===== config.mk =====
export PLATFORM = sky130hd
export DESIGN_NAME = truth_table_sequencer
export DESIGN_NICKNAME = d
export VERILOG_FILES = /design/src/rtl/truth_table_sequencer.sv
export SDC_FILE = /design/constraint.sdc
export NUM_CORES = 1
export LEC_CHECK = 0
export BUFFER_PORTS_ARGS = -buffer_cell sky130_fd_sc_hd__buf_2
export CAP_MARGIN = 5
export CORE_AREA = 2 2 47 49
export CTS_BUF_LIST = sky130_fd_sc_hd__clkbuf_8
export CTS_CLUSTER_SIZE = 40
export DETAILED_ROUTE_END_ITERATION = 16
export DIE_AREA = 0 0 49 51
export MAX_ROUTING_LAYER = met4
export PLACE_DENSITY = 0.7
export SKIP_LAST_GASP = 1
export SLEW_MARGIN = 0
export SYNTH_ARGS = -nofsm -noshare
export SYNTH_HDL_FRONTEND = slang
export SYNTH_SLANG_ARGS = --single-unit

===== constraint.sdc =====
create_clock -name clk -period 2.6 [get_ports clk]
set_input_delay 0.26 -clock clk [delete_from_list [all_inputs] [get_ports clk]]
set_output_delay 0.26 -clock clk [all_outputs]
set_load 0.01 [all_outputs]

===== src/rtl/truth_table_sequencer.sv =====
// truth_table_sequencer
// Sweeps every input vector of a small combinational unit, holds each one
// for SETTLE cycles, samples the unit output and compares it against a
// golden truth table. Reports a mismatch count, the first failing vector and
// an overall pass flag.
//
// Ports:
//   clk            rising-edge clock
//   reset_n        asynchronous active-low reset
//   start          begin a sweep (accepted only in IDLE)
//   abort          cancel a running sweep (APPLY/SAMPLE only)
//   vec_out        drives the unit inputs; vec_out[N_IN-1] is input a
//   y_in           output of the unit under control
//   busy           sweep in progress (APPLY, SAMPLE, DONE)
//   done           one-cycle pulse at sweep completion
//   pass           last completed sweep had zero mismatches
//   err_count      mismatch count, saturating at 2**N_IN
//   fail_valid     at least one mismatch recorded
//   first_fail_idx lowest vector index that mismatched
module truth_table_sequencer #(
  parameter int                    N_IN     = 3,
  parameter int                    SETTLE   = 1,
  parameter logic [(2**N_IN)-1:0]  EXPECTED = 8'b1001_0110
) (
  input  logic            clk,
  input  logic            reset_n,
  input  logic            start,
  input  logic            abort,
  output logic [N_IN-1:0] vec_out,
  input  logic            y_in,
  output logic            busy,
  output logic            done,
  output logic            pass,
  output logic [N_IN:0]   err_count,
  output logic            fail_valid,
  output logic [N_IN-1:0] first_fail_idx
);

  localparam int CW = (SETTLE > 1) ? $clog2(SETTLE) : 1;
  localparam logic [CW-1:0] SETTLE_LAST = CW'(SETTLE - 1);
  localparam logic [N_IN:0] ERR_MAX     = {1'b1, {N_IN{1'b0}}};

  typedef enum logic [1:0] {IDLE, APPLY, SAMPLE, DONE} state_t;

  state_t          state;
  logic [N_IN-1:0] idx;
  logic [CW-1:0]   settle_cnt;
  logic            mismatch;
  logic [N_IN:0]   err_next;

  // Score of the vector currently being sampled. err_next is the count
  // including this sample, so pass can be computed from the final count on
  // the same edge that enters DONE.
  always_comb begin
    mismatch = (y_in != EXPECTED[idx]);
    err_next = err_count;
    if (mismatch && (err_count != ERR_MAX)) begin
      err_next = err_count + 1'b1;
    end
  end

  always_ff @(posedge clk or negedge reset_n) begin
    if (!reset_n) begin
      state          <= IDLE;
      idx            <= '0;
      settle_cnt     <= '0;
      vec_out        <= '0;
      busy           <= 1'b0;
      done           <= 1'b0;
      pass           <= 1'b0;
      err_count      <= '0;
      fail_valid     <= 1'b0;
      first_fail_idx <= '0;
    end else begin
      done <= 1'b0;
      case (state)
        IDLE: begin
          // Results of the previous sweep are held here until a new start.
          if (start) begin
            state          <= APPLY;
            idx            <= '0;
            settle_cnt     <= '0;
            vec_out        <= '0;
            busy           <= 1'b1;
            pass           <= 1'b0;
            err_count      <= '0;
            fail_valid     <= 1'b0;
            first_fail_idx <= '0;
          end
        end

        APPLY: begin
          if (abort) begin
            state <= IDLE;
            busy  <= 1'b0;
          end else if (settle_cnt == SETTLE_LAST) begin
            state <= SAMPLE;
          end else begin
            settle_cnt <= settle_cnt + 1'b1;
          end
        end

        SAMPLE: begin
          // Abort wins: the vector being sampled is not scored.
          if (abort) begin
            state <= IDLE;
            busy  <= 1'b0;
          end else begin
            err_count <= err_next;
            if (mismatch && !fail_valid) begin
              first_fail_idx <= idx;
              fail_valid     <= 1'b1;
            end
            if (&idx) begin
              state <= DONE;
              done  <= 1'b1;
              pass  <= (err_next == '0);
            end else begin
              idx        <= idx + 1'b1;
              vec_out    <= idx + 1'b1;
              settle_cnt <= '0;
              state      <= APPLY;
            end
          end
        end

        DONE: begin
          state <= IDLE;
          busy  <= 1'b0;
        end

        default: begin
          state <= IDLE;
          busy  <= 1'b0;
        end
      endcase
    end
  end

endmodule


# Word level (Yosys, flattened, before mapping)
# Memory sizes are Yosys's and may differ from the RTL's.
# Index checks and enable logic that the tools add are counted.
[word_totals] ff_bits=17 romBits=8 input_bits=5 out_inout_bits=14 elab_cells=79 mem_count=1
[memory_table] name="(name not given)" depth=8 width=1 read_ports=1 rd_ports_with_merged_regs=0 write_ports=0 line_no="55" rtl="mismatch = (y_in != EXPECTED[idx]);"
[classes] n_addsub=3 order_cmp=1 n_eq_ne=13 n_mux=36 n_reduce_logical=16
[op_table] operator="$mux 1" n=15
[op_table] operator="$mux 3" n=5
[op_table] operator="$mux 4" n=3
[op_table] operator="$ne 2x2->1 const B" n=6
[op_table] operator="$pmux 3 s2" n=2
[op_table] operator="$reduce_and 4->1" n=3
[op_table] operator="$mux 2" n=5
[op_table] operator="$pmux 2 s4" n=1
[op_table] operator="$pmux 4 s2" n=1
[op_table] operator="$pmux 1 s3" n=2
[op_table] operator="$reduce_and 3->1" n=2
[op_table] operator="$reduce_and 5->1" n=1
[op_table] operator="$add 4x1->4 const B" n=1
[op_table] operator="$eq 2x2->1 const B" n=2
[op_table] operator="$logic_not 4->1" n=1
[op_table] operator="$lt 3x4->1 const B" n=1
[op_table] operator="$ne 4x4->1 const B" n=1
[op_table] operator="$pmux 1 s2" n=2
[op_table] operator="$reduce_and 2->1" n=2
[op_table] operator="$add 3x1->3 const B" n=1
[op_table] operator="$ne 3x3->1 const B" n=1
[op_table] operator="$reduce_bool 3->1" n=1
[op_table] operator="$eq 2x1->1 const B" n=1
[op_table] operator="$logic_and 1x1->1" n=2
[op_table] operator="7 further kinds" n=7

# Logic depth before layout (Yosys ltp)
[logic_depth] ltp_word=9 mapped_depth=7 mapped_depth_nobuf=6

# Least setup slack after synthesis
# Ideal clock, no wire load.
[synth_path] path_type="register to register" startpoint="reg idx[0]" endpoint="reg pass" arrival_ns=1.805 path_slack_ns=0.703 path_stages_with_launch=6 path_buffers=0 synth_period_minus_slack_ns=1.897 path_cell_list="dfrtp_1 > ha_1 > xor3_2 > a2111oi_2 > a31oi_1 > o31ai_2"
[synth_between] elab_chain_len=9 elab_cells_between_ends=12 classes_between="eq/ne: 2; mux: 5; reduce/logical: 4; memory: 1"
[synth_rtl] element="start: declaration" line_no="46" rtl="logic [N_IN-1:0] idx;"
[synth_rtl] element="start signal: assignment" line_no="119" rtl="idx <= idx + 1'b1;"
[synth_rtl] element="$mem_v2 8x1"
[synth_rtl] element="$mux 1 (not written as such)" line_no="55"
[synth_rtl] element="$ne 1x1->1" line_no="55"
[synth_rtl] element="$logic_and 1x1->1" line_no="57" rtl="if (mismatch && (err_count != ERR_MAX)) begin"
[synth_rtl] element="$mux 4" line_no="57"
[synth_rtl] element="$logic_not 4->1" line_no="117" rtl="pass <= (err_next == '0);"
[synth_rtl] element="$mux 1" line_no="114" rtl="if (&idx) begin"
[synth_rtl] element="$mux 1" line_no="105" rtl="if (abort) begin"
[synth_rtl] element="$pmux 1 s2" line_no="76" rtl="case (state)"
[synth_rtl] element="end signal: assignment" line_no="117"
[synth_rtl] element="end: declaration" line_no="33" rtl="output logic pass,"
# Parallel ways exist; a longest one is shown, timed or not. The select of a mux whose other input is x is not followed.
# A chain may end at the register's enable or synchronous reset.

# Worst setup path after layout
[layout_path] startpoint="reg idx[1]" endpoint="reg pass"
# Same word-level chain as after synthesis.

==> metrics.yaml <==
tightest_slew_ns: 0.564
ioPinCount: 19
cts.repair.resized: 0
synth_edf_count: 0
cts.path.max_buffers: 2
ctsHoldBuffers: 1
synth_top_area_share_pct: 43.4
powerDensity_nw_per_um2: 868
drt_iter0_markers: 4
synth-async-reset-ratio_pct: 100
setup_violations: 0
critical_path_arrival_ns: 2.15
status: "completed"
dr_total_vias: 728
nets: 119
final.setup.tns_ns: 0
worstPathMaxFanout: 7
cts_buffers: 3
place_area_um2: 1040
cp-end-kind: "flip-flop"
dr.pass1.iters: 4
vias_per_cell: 5.47
path_class: "reg -> reg"
seqCellArea_um2: 400
cts_sinks: 16
io_buffers: 18
synth.top_cells.by_area: "dfrtp_1 43%, ha_1 11%, a22o_1 7.6%, mux2_2 3.7%, a21o_1 3.3%"
final_cells: 133
max_stage_delay_ns: 0.50
die_area_um2: 2500
synthDistinctLibCells: 28
finalCriticalPeriod_ns: 1.98
crit_required_ns: 2.77
antenna_found_initial: 0
synth_nets: 97
crit_path_cell_trace: "ha_1 -> xor3_2 -> a2111oi_2 -> a31oi_1 -> o31ai_2"
netlist_area_um2: 923
grt_pass1_vias: 772
grtUsageTotal_pct: 18.6
ys.flop_type: "dfrtp_1"
multiInputGateArea_um2: 495
synth_top_area_cell: "dfrtp_1"
syn_avg_cell_area_um2: 11.0
report.final.slew_viol_count: 0
slew_headroom_pct: 62.3
cap_violations: 0
hold_viol_final: 0
cts_tree: "yes"
grt_max_degree: 17
synthTopCellsByCount: "16 x dfrtp_1, 8 x a22o_1, 8 x ha_1, 5 x inv_1"
drt_wl_total_um: 1890
wire_per_inst_um: 14.2
ir_drop_mv: 0.440
antenna_left: 0
root_buffer: "clkbuf_8"
cts_setup_buffers: 0
fmax_mhz: 505
core_um2: 2060
gp_congestion: 0.816
globalRouteOverflowTotal: 0
nFillCells: 201
synth-seq-cells: 16
die-width_um: 49
ys_seq_area_share_pct: 43.4
row_count: 17
skew_ns: 0.00383
htreeDepth: 1
path_clk_slew_ns: 0.07
grt_pass1_wl_um: 3370
route.detailed.drc: 0
start_util_pct: 44.8
syn2layout_area_growth_pct: 19.6
finalInstanceArea_um2: 1100
synth_most_common_cell: "dfrtp_1"
setup.worst_path.start_class: "flip-flop"
slowest_stage: "xor3_2"
die_h_um: 51
hold_path.class: "in -> reg"
diodes: 0
power.leakage_uw: 0.000580
drive_above_1_share_pct: 28.6
dp_hpwl_um: 1390
syn_inst: 84
fin_crit_sh_pct: 76.2
place_inst: 128
rsz0062_at_grt: "false"
yosysWarnings: 0
clock_latency_ns: 0.25
total_power_uw: 959
==> layout make-up <==
class | count | share of cell area [%]
Multi-Input combinational cell | 61 | 44.8
Clock buffer | 4 | 4.98
Timing Repair Buffer | 19 | 9.06
Sequential cell | 16 | 36.2
Inverter | 5 | 1.70
Tap cell | 28 | 3.17
==> stage by stage <==
stage,hold WS [ns],setup WS (ns),util [%]
final,0.340,0.619,53.5
after global routing,0.367,0.484,53.5
after CTS,0.333,0.628,53.5
after detailed placement,0.195,0.640,50.4
after global placement,0.192,0.675,50.4
after floorplan,-0.0356,0.703,-
==> worst max-delay path, delay by kind of cell, from the launching register on <==
kind	cells	cell delay [ns]
XOR/XNOR	1	0.50
flip-flops	1	0.43
AO/OA/AOI/OAI	3	0.65
adder cells (fa/ha/maj)	1	0.31
==> placed cells by master, fill, tap and decap left out, drive strengths merged, types with 4 or more instances in the layout <==
cell	n
clkbuf	4
dfrtp	16
nand2	4
o21ai	5
a21o	4
nand2b	4
a22o	10
buf	18
ha	8
inv	5
==> where the power goes <==
group	switching [uW]	internal (uW)
combinational	231	182
sequential	35.0	287
clock	89.1	135
==> path summary, 6_finish.rpt <==
path,start,to,slack (ns),depth (start not counted)
max in group asynchronous,reset_n,idx[0],1.89,2
setup / recovery,idx[1],pass,0.62,5
setup reg to reg,idx[1],pass,0.62,5
min in group asynchronous,reset_n,first_fail_idx[1],0.44,2
hold reg to reg,first_fail_idx[2],first_fail_idx[2],0.51,1
hold / removal,abort,pass,0.34,4
==> sequential cells by signal, summed over array words and instances (netlist names) <==
register / flops
busy: 1
done: 1
err_count: 4
fail_valid: 1
first_fail_idx: 3
idx: 3
pass: 1
state: 2
==> per-layer routing <==
metal  track usage (%)  vias up  part of all wire [%]
li1                  -      354                     -
met1              20.6      358                    46
met2              31.7       11                    49
met3              2.05        5                   2.1
met4              12.9        0                   2.7
met5                 -        -                     0
==> logic make-up after synthesis <==
group                      after synthesis  share of synthesized area, %
AOI/OAI and AO/OA                       30                          25.2
and+or+nand+nor                         18                          10.3
DFF                                     16                          43.4
adders and majority gates                8                          10.8
buffers and inverters                    7                          2.98
muxes                                    3                          3.66
xor gates and xnor gates                 2                          3.66
Power figures use the tool's default switching activity.
